===== src/rtl/fifo_mailbox_bridge.sv =====
// Host<->user mailbox: NCH channel pairs of outbound/inbound FIFOs behind a
// single-beat register interface, with per-channel status and sticky OVF/UNF.

module fifo_mailbox_bridge_fifo #(
    parameter int DW    = 32,
    parameter int DEPTH = 16
) (
    input  logic                     i_clk,
    input  logic                     i_rst_n,
    input  logic                     i_flush,
    input  logic                     i_push,
    input  logic [DW-1:0]            i_din,
    input  logic                     i_pop,
    output logic [DW-1:0]            o_dout,
    output logic [$clog2(DEPTH):0]   o_cnt,
    output logic                     o_full,
    output logic                     o_empty
);
    localparam int AW = $clog2(DEPTH);

    logic [DW-1:0] r_mem [DEPTH];
    logic [AW-1:0] r_wp, r_rp;
    logic [AW:0]   r_cnt;
    logic          w_do_push, w_do_pop;

    // Drop decisions use pre-edge full/empty, so a push to a full FIFO is lost even with a same-cycle pop.
    assign o_full    = (r_cnt == (AW+1)'(DEPTH));
    assign o_empty   = (r_cnt == '0);
    assign w_do_push = i_push && !o_full && !i_flush;
    assign w_do_pop  = i_pop && !o_empty && !i_flush;
    assign o_dout    = r_mem[r_rp];
    assign o_cnt     = r_cnt;

    always_ff @(posedge i_clk or negedge i_rst_n) begin
        if (!i_rst_n) begin
            r_wp  <= '0;
            r_rp  <= '0;
            r_cnt <= '0;
        end else if (i_flush) begin
            r_wp  <= '0;
            r_rp  <= '0;
            r_cnt <= '0;
        end else begin
            if (w_do_push) r_wp <= r_wp + 1'b1;
            if (w_do_pop)  r_rp <= r_rp + 1'b1;
            if (w_do_push && !w_do_pop)      r_cnt <= r_cnt + 1'b1;
            else if (w_do_pop && !w_do_push) r_cnt <= r_cnt - 1'b1;
        end
    end

    always_ff @(posedge i_clk) begin
        if (w_do_push) r_mem[r_wp] <= i_din;
    end
endmodule

module fifo_mailbox_bridge #(
    parameter int          NCH        = 2,
    parameter int          DW         = 32,
    parameter int          DEPTH      = 16,
    parameter logic [31:0] BASE_ADDR  = 32'h0000_0510,
    parameter logic [31:0] EMPTY_DATA = 32'hdead_0000
) (
    input  logic                clk_main_a0,
    input  logic                rst_main_n_sync,
    input  logic                wready,
    input  logic [31:0]         wr_addr,
    input  logic [DW-1:0]       wdata,
    input  logic                arvalid_q,
    input  logic [31:0]         araddr_q,
    input  logic                rready,
    output logic                rvalid,
    output logic [DW-1:0]       rdata,
    output logic [1:0]          rresp,
    output logic [NCH-1:0]      to_user_valid,
    output logic [NCH*DW-1:0]   to_user_data,
    input  logic [NCH-1:0]      to_user_ready,
    input  logic [NCH-1:0]      from_user_valid,
    input  logic [NCH*DW-1:0]   from_user_data,
    output logic [NCH-1:0]      from_user_ready
);
    localparam int CW  = $clog2(DEPTH) + 1;
    localparam int CHW = (NCH > 1) ? $clog2(NCH) : 1;

    typedef enum logic {S_IDLE, S_RESP} state_t;
    state_t r_state, w_state_nxt;

    logic [NCH-1:0][DW-1:0] w_out_dout, w_in_dout, w_status;
    logic [NCH-1:0][CW-1:0] w_out_cnt, w_in_cnt;
    logic [NCH-1:0]         w_out_full, w_out_empty, w_in_full, w_in_empty;
    logic [NCH-1:0]         w_in_pop, w_flush, w_ovf, w_unf;

    logic           w_rd_acc, w_rd_data, w_rd_stat, w_resp_err;
    logic [CHW-1:0] w_rd_ch;
    logic [DW-1:0]  w_resp_data, r_rdata;
    logic [1:0]     r_rresp;

    assign w_rd_acc = (r_state == S_IDLE) && arvalid_q;

    // Only exact DATA/STATUS addresses hit; CTRL, misaligned and out-of-range reads fall to SLVERR.
    always_comb begin
        w_rd_data = 1'b0;
        w_rd_stat = 1'b0;
        w_rd_ch   = '0;
        for (int c = 0; c < NCH; c++) begin
            if (araddr_q == BASE_ADDR + 32'(16*c)) begin
                w_rd_data = 1'b1;
                w_rd_ch   = CHW'(c);
            end
            if (araddr_q == BASE_ADDR + 32'(16*c + 4)) begin
                w_rd_stat = 1'b1;
                w_rd_ch   = CHW'(c);
            end
        end
    end

    always_comb begin
        w_resp_data = DW'(32'haaaa_aaaa);
        w_resp_err  = 1'b1;
        if (w_rd_data) begin
            w_resp_err  = 1'b0;
            w_resp_data = w_in_empty[w_rd_ch] ? DW'(EMPTY_DATA) : w_in_dout[w_rd_ch];
        end else if (w_rd_stat) begin
            w_resp_err  = 1'b0;
            w_resp_data = w_status[w_rd_ch];
        end
    end

    for (genvar c = 0; c < NCH; c++) begin : g_ch
        localparam logic [31:0] A = BASE_ADDR + 32'(16*c);
        logic w_wr_data, w_wr_ctrl, w_rd_hit;
        logic r_ovf, r_unf;

        assign w_wr_data  = wready && (wr_addr == A);
        assign w_wr_ctrl  = wready && (wr_addr == A + 32'd8);
        assign w_rd_hit   = w_rd_acc && w_rd_data && (w_rd_ch == CHW'(c));
        assign w_flush[c] = w_wr_ctrl && wdata[1];
        assign w_in_pop[c] = w_rd_hit && !w_in_empty[c];
        assign w_ovf[c]   = r_ovf;
        assign w_unf[c]   = r_unf;

        fifo_mailbox_bridge_fifo #(.DW(DW), .DEPTH(DEPTH)) u_out (
            .i_clk(clk_main_a0), .i_rst_n(rst_main_n_sync), .i_flush(w_flush[c]),
            .i_push(w_wr_data), .i_din(wdata), .i_pop(to_user_ready[c]),
            .o_dout(w_out_dout[c]), .o_cnt(w_out_cnt[c]),
            .o_full(w_out_full[c]), .o_empty(w_out_empty[c])
        );

        fifo_mailbox_bridge_fifo #(.DW(DW), .DEPTH(DEPTH)) u_in (
            .i_clk(clk_main_a0), .i_rst_n(rst_main_n_sync), .i_flush(w_flush[c]),
            .i_push(from_user_valid[c]), .i_din(from_user_data[c*DW +: DW]), .i_pop(w_in_pop[c]),
            .o_dout(w_in_dout[c]), .o_cnt(w_in_cnt[c]),
            .o_full(w_in_full[c]), .o_empty(w_in_empty[c])
        );

        assign to_user_valid[c]           = !w_out_empty[c];
        assign to_user_data[c*DW +: DW]   = w_out_empty[c] ? '0 : w_out_dout[c];
        assign from_user_ready[c]         = !w_in_full[c];
        assign w_status[c] = DW'({6'b0, r_unf, r_ovf, 6'b0, w_in_empty[c], w_out_full[c],
                                  8'(w_in_cnt[c]), 8'(w_out_cnt[c])});

        // A same-cycle error event wins over a clear so the flag is never silently lost.
        always_ff @(posedge clk_main_a0 or negedge rst_main_n_sync) begin
            if (!rst_main_n_sync) begin
                r_ovf <= 1'b0;
                r_unf <= 1'b0;
            end else begin
                if (w_wr_ctrl && wdata[0]) begin
                    r_ovf <= 1'b0;
                    r_unf <= 1'b0;
                end
                if (w_wr_data && w_out_full[c])  r_ovf <= 1'b1;
                if (w_rd_hit && w_in_empty[c])   r_unf <= 1'b1;
            end
        end
    end

    always_ff @(posedge clk_main_a0 or negedge rst_main_n_sync) begin
        if (!rst_main_n_sync) r_state <= S_IDLE;
        else                  r_state <= w_state_nxt;
    end

    always_comb begin
        w_state_nxt = r_state;
        case (r_state)
            S_IDLE:  if (arvalid_q) w_state_nxt = S_RESP;
            S_RESP:  if (rready)    w_state_nxt = S_IDLE;
            default: w_state_nxt = S_IDLE;
        endcase
    end

    always_ff @(posedge clk_main_a0 or negedge rst_main_n_sync) begin
        if (!rst_main_n_sync) begin
            r_rdata <= '0;
            r_rresp <= 2'b00;
        end else if (w_rd_acc) begin
            r_rdata <= w_resp_data;
            r_rresp <= w_resp_err ? 2'b10 : 2'b00;
        end
    end

    assign rvalid = (r_state == S_RESP);
    assign rdata  = r_rdata;
    assign rresp  = r_rresp;
endmodule


===== config.mk =====
export PLATFORM = sky130hd
export DESIGN_NAME = fifo_mailbox_bridge
export DESIGN_NICKNAME = d
export VERILOG_FILES = /design/src/rtl/fifo_mailbox_bridge.sv
export SDC_FILE = /design/constraint.sdc
export NUM_CORES = 2
export LEC_CHECK = 0
export CAP_MARGIN = 20
export CELL_PAD_IN_SITES_DETAIL_PLACEMENT = 1
export CELL_PAD_IN_SITES_GLOBAL_PLACEMENT = 1
export CORE_UTILIZATION = 58
export DETAILED_ROUTE_END_ITERATION = 8
export HOLD_SLACK_MARGIN = 0.06
export PLACE_DENSITY_LB_ADDON = 0.12
export SLEW_MARGIN = 20
export SYNTH_ARGS = -nofsm -noshare
export SYNTH_HDL_FRONTEND = slang
export SYNTH_SLANG_ARGS = --single-unit

===== constraint.sdc =====
create_clock -name clk_main_a0 -period 14 [get_ports clk_main_a0]
set_clock_uncertainty 0.1 [all_clocks]
set_input_delay 1.4 -clock clk_main_a0 [delete_from_list [all_inputs] [get_ports clk_main_a0]]
set_output_delay 1.4 -clock clk_main_a0 [all_outputs]
set_load 0.1 [all_outputs]

==> impl_metrics.json <==
{
  "outcome": "finished clean",
  "cts_buffer_depth": 3,
  "tightest_slew_ns": 1.15,
  "synth-edff-count": 2048,
  "synth_area_um2": 83500,
  "drc": 0,
  "holdWs_ns": 0.380,
  "via_count": 42400,
  "synth_seq_cells": 2138,
  "path_clk_slew_ns": 0.06,
  "p_leak_nw": 31.7,
  "antenna_left": 0,
  "synthToLayoutAreaGrowth_pct": 14.0,
  "grt_pass1_wl_mm": 309,
  "clockPowerShare_pct": 39.4,
  "worstHoldPathType": "input pin to async pin",
  "holdBufCountCts": 0,
  "worstSetupStartpointType": "register",
  "clock_latency_ns": 0.84,
  "post_cts_buffers": 0,
  "first_pass_iters": 5,
  "grt_pass1_vias": 45300,
  "cts_tree": "yes",
  "rows": 138,
  "switching_power_mw": 3.03,
  "core_area_um2": 142000,
  "synthCells": 4034,
  "drv_slew": 0,
  "viasPerCell": 6.55,
  "ios": 272,
  "critPathKind": "register to output port",
  "async_reset_ff_share_pct": 4.21,
  "seqPwrFrac_pct": 54.6,
  "antenna_found_initial": 18,
  "synth_ff_type": "edfxtp_1",
  "fin_setup_tns_ns": 0,
  "die_w_um": 381,
  "cts.sink_count": 2138,
  "ys.warnings.count": 0,
  "avgSynthCellArea_um2": 20.7,
  "cts_buffers": 207,
  "cp_max_fo": 40,
  "p_per_area_nw_per_um2": 143,
  "period_share_pct": 52.3,
  "synth_fp_nets": 4245,
  "maxSlewHeadroom_pct": 23.1,
  "yosysSeqAreaShare_pct": 76.4,
  "rsz0062_at_grt": "no",
  "start_util_pct": 58.7,
  "drv_cap": 0,
  "final_core_util_pct": 66.9,
  "p_int_mw": 10.6,
  "grt_max_degree": 138,
  "fin_nets": 4622,
  "wl_per_cell_um": 32.8,
  "place_congestion": 0.815,
  "switching_share_pct": 22.2,
  "worstPathRequired_ns": 12.50,
  "grt_util_all_layers_pct": 29.6,
  "portBuffers": 270,
  "cts_resized": 0,
  "dp_hpwl_mm": 116,
  "cp.arrival_ns": 5.82,
  "drt_iter0_drc": 4325,
  "period_minus_slack_ns": 7.32,
  "layout-drive-gt1-share_pct": 20.6,
  "die_h_um": 381,
  "pwr-share-comb_pct": 6.0,
  "fmax_mhz": 137,
  "peakVddDrop_mv": 0.142,
  "setup_viol": 0,
  "crit_path_end_kind": "output port",
  "root_buffer": "clkbuf_16",
  "grt-ovfl-total": 0,
  "htreeDepth": 4,
  "hold_viol": 0,
  "wirelength_mm": 213,
  "die-area_um2": 145000,
  "yosys.cell_types.count": 68
}
registers in the layout, indices dropped and copies added, names as in the netlist, 2 cells and up:
| signal | flops |
|---|---|
| g_ch.r_ovf | 2 |
| g_ch.r_unf | 2 |
| g_ch.u_in.o_cnt | 10 |
| g_ch.u_in.r_mem | 1024 |
| g_ch.u_in.r_rp | 8 |
| g_ch.u_in.r_wp | 8 |
| g_ch.u_out.o_cnt | 10 |
| g_ch.u_out.r_mem | 1024 |
| g_ch.u_out.r_rp | 8 |
| g_ch.u_out.r_wp | 8 |
| rdata | 32 |
layout by cell type (no fill, tap or decap), types with 31 or more instances in the layout:
cell type	count
inv_1	54
o21ai_0	34
ha_1	38
a22oi_1	47
a211oi_1	67
and2_2	32
clkbuf_1	51
clkinv_2	36
o22ai_1	65
clkbuf_16	209
a21oi_1	49
buf_4	114
nand3_1	31
edfxtp_1	2048
o221ai_1	137
clkinv_1	52
clkdlybuf4s50_1	245
dfrtp_1	79
mux4_2	408
nor2_1	69
nand2_1	103
mux2i_1	295
worst max-delay path, stage by stage, from the launching register on:
cell             delay (ns)
dfrtp_4                0.71
buf_4                  0.42
nand2b_2               0.69
buf_4                  0.51
o221ai_1               0.34
o22ai_1                0.18
a211oi_1               0.72
clkdlybuf4s50_1        1.29
cell type report:
cell class	instances	area [um^2]
inverters	58	218
fillers	11300	47000
multi-input cells	1617	18700
clock inverters	119	1010
diodes	5	12.5
repair buffers	389	3550
flip-flops and latches	2138	63800
clock buffers	262	5450
well taps	1890	2360
kinds of logic (layout without fill, tap and decap cells):
| logic type | count (synthesis) | count (layout) | synth area share (%) |
|---|---|---|---|
| XOR/XNOR | 38 | 38 | 0.399 |
| multiplexers | 711 | 711 | 14.7 |
| adder cells (fa/ha/maj) | 42 | 42 | 0.666 |
| AO/OA/AOI/OAI | 452 | 452 | 3.97 |
| flip-flops | 2138 | 2138 | 76.4 |
| AND/OR/NAND/NOR | 373 | 373 | 2.43 |
| buffers and inverters | 279 | 828 | 1.50 |
| other | 1 | 6 | 0.00449 |
cells in the mapped netlist (24+ instances only):
| cell | count | area share, % |
|---|---|---|
| a211oi_1 | 67 | 0.60 |
| a21oi_1 | 49 | 0.29 |
| a22oi_1 | 47 | 0.42 |
| and2_1 | 39 | 0.29 |
| buf_1 | 24 | 0.11 |
| buf_2 | 60 | 0.36 |
| clkbuf_1 | 113 | 0.51 |
| dfrtp_1 | 90 | 2.7 |
| edfxtp_1 | 2048 | 74 |
| ha_1 | 38 | 0.57 |
| inv_1 | 54 | 0.24 |
| mux2i_1 | 295 | 3.5 |
| mux4_2 | 408 | 11 |
| nand2_1 | 105 | 0.47 |
| nand3_1 | 31 | 0.19 |
| nor2_1 | 85 | 0.38 |
| o21ai_0 | 34 | 0.20 |
| o221ai_1 | 137 | 1.4 |
| o22ai_1 | 65 | 0.49 |
final timing paths:
path | from | to | slack, ns | cells after the start
worst max-delay path | g_ch[1].u_out.r_rp[1] | to_user_data[37] | 6.68 | 7
worst min-delay path | rst_main_n_sync | rvalid | 0.38 | 1
worst max register to register | g_ch[0].u_out.o_cnt[1] | g_ch[0].u_out.o_cnt[4] | 9.76 | 14
worst min register to register | rdata[18] | rdata[18] | 0.40 | 2
max in group asynchronous | rst_main_n_sync | g_ch[0].u_out.r_rp[0] | 12.07 | 2
min in group clk_main_a0 | rdata[18] | rdata[18] | 0.40 | 2
metal layers:
layer | global-route usage (%) | up-vias | routed length (um)
li1 | - | 17600 | -
met1 | 39.1 | 22600 | 81000
met2 | 50.3 | 1786 | 110000
met3 | 5.39 | 385 | 15100
met4 | 9.42 | 22 | 6760
met5 | 0 | - | 189
power groups by stage:
| stage | registers [mW] | logic (mW) | clock network, mW |
|---|---|---|---|
| final | 7.45 | 0.813 | 5.37 |
| after global routing | 7.47 | 0.865 | 5.64 |
| after CTS | 7.46 | 0.824 | 5.45 |
| after detailed placement | 7.59 | 0.818 | 0 |
| after global placement | 7.56 | 0.787 | 0 |
| after floorplan | 7.54 | 0.413 | 0 |
per-stage QoR:
step	instance area [um^2]	power, mW	cells	setup WS (ns)
global route	95100	14.0	6475	6.56
finish	95100	13.6	6478	6.68
global placement	88700	8.35	6088	7.61
floorplan	83500	7.95	4034	8.16
CTS	95200	13.7	6470	6.53
detailed placement	88700	8.40	6089	7.51
Note: power is estimated with default switching activity, not from simulation.
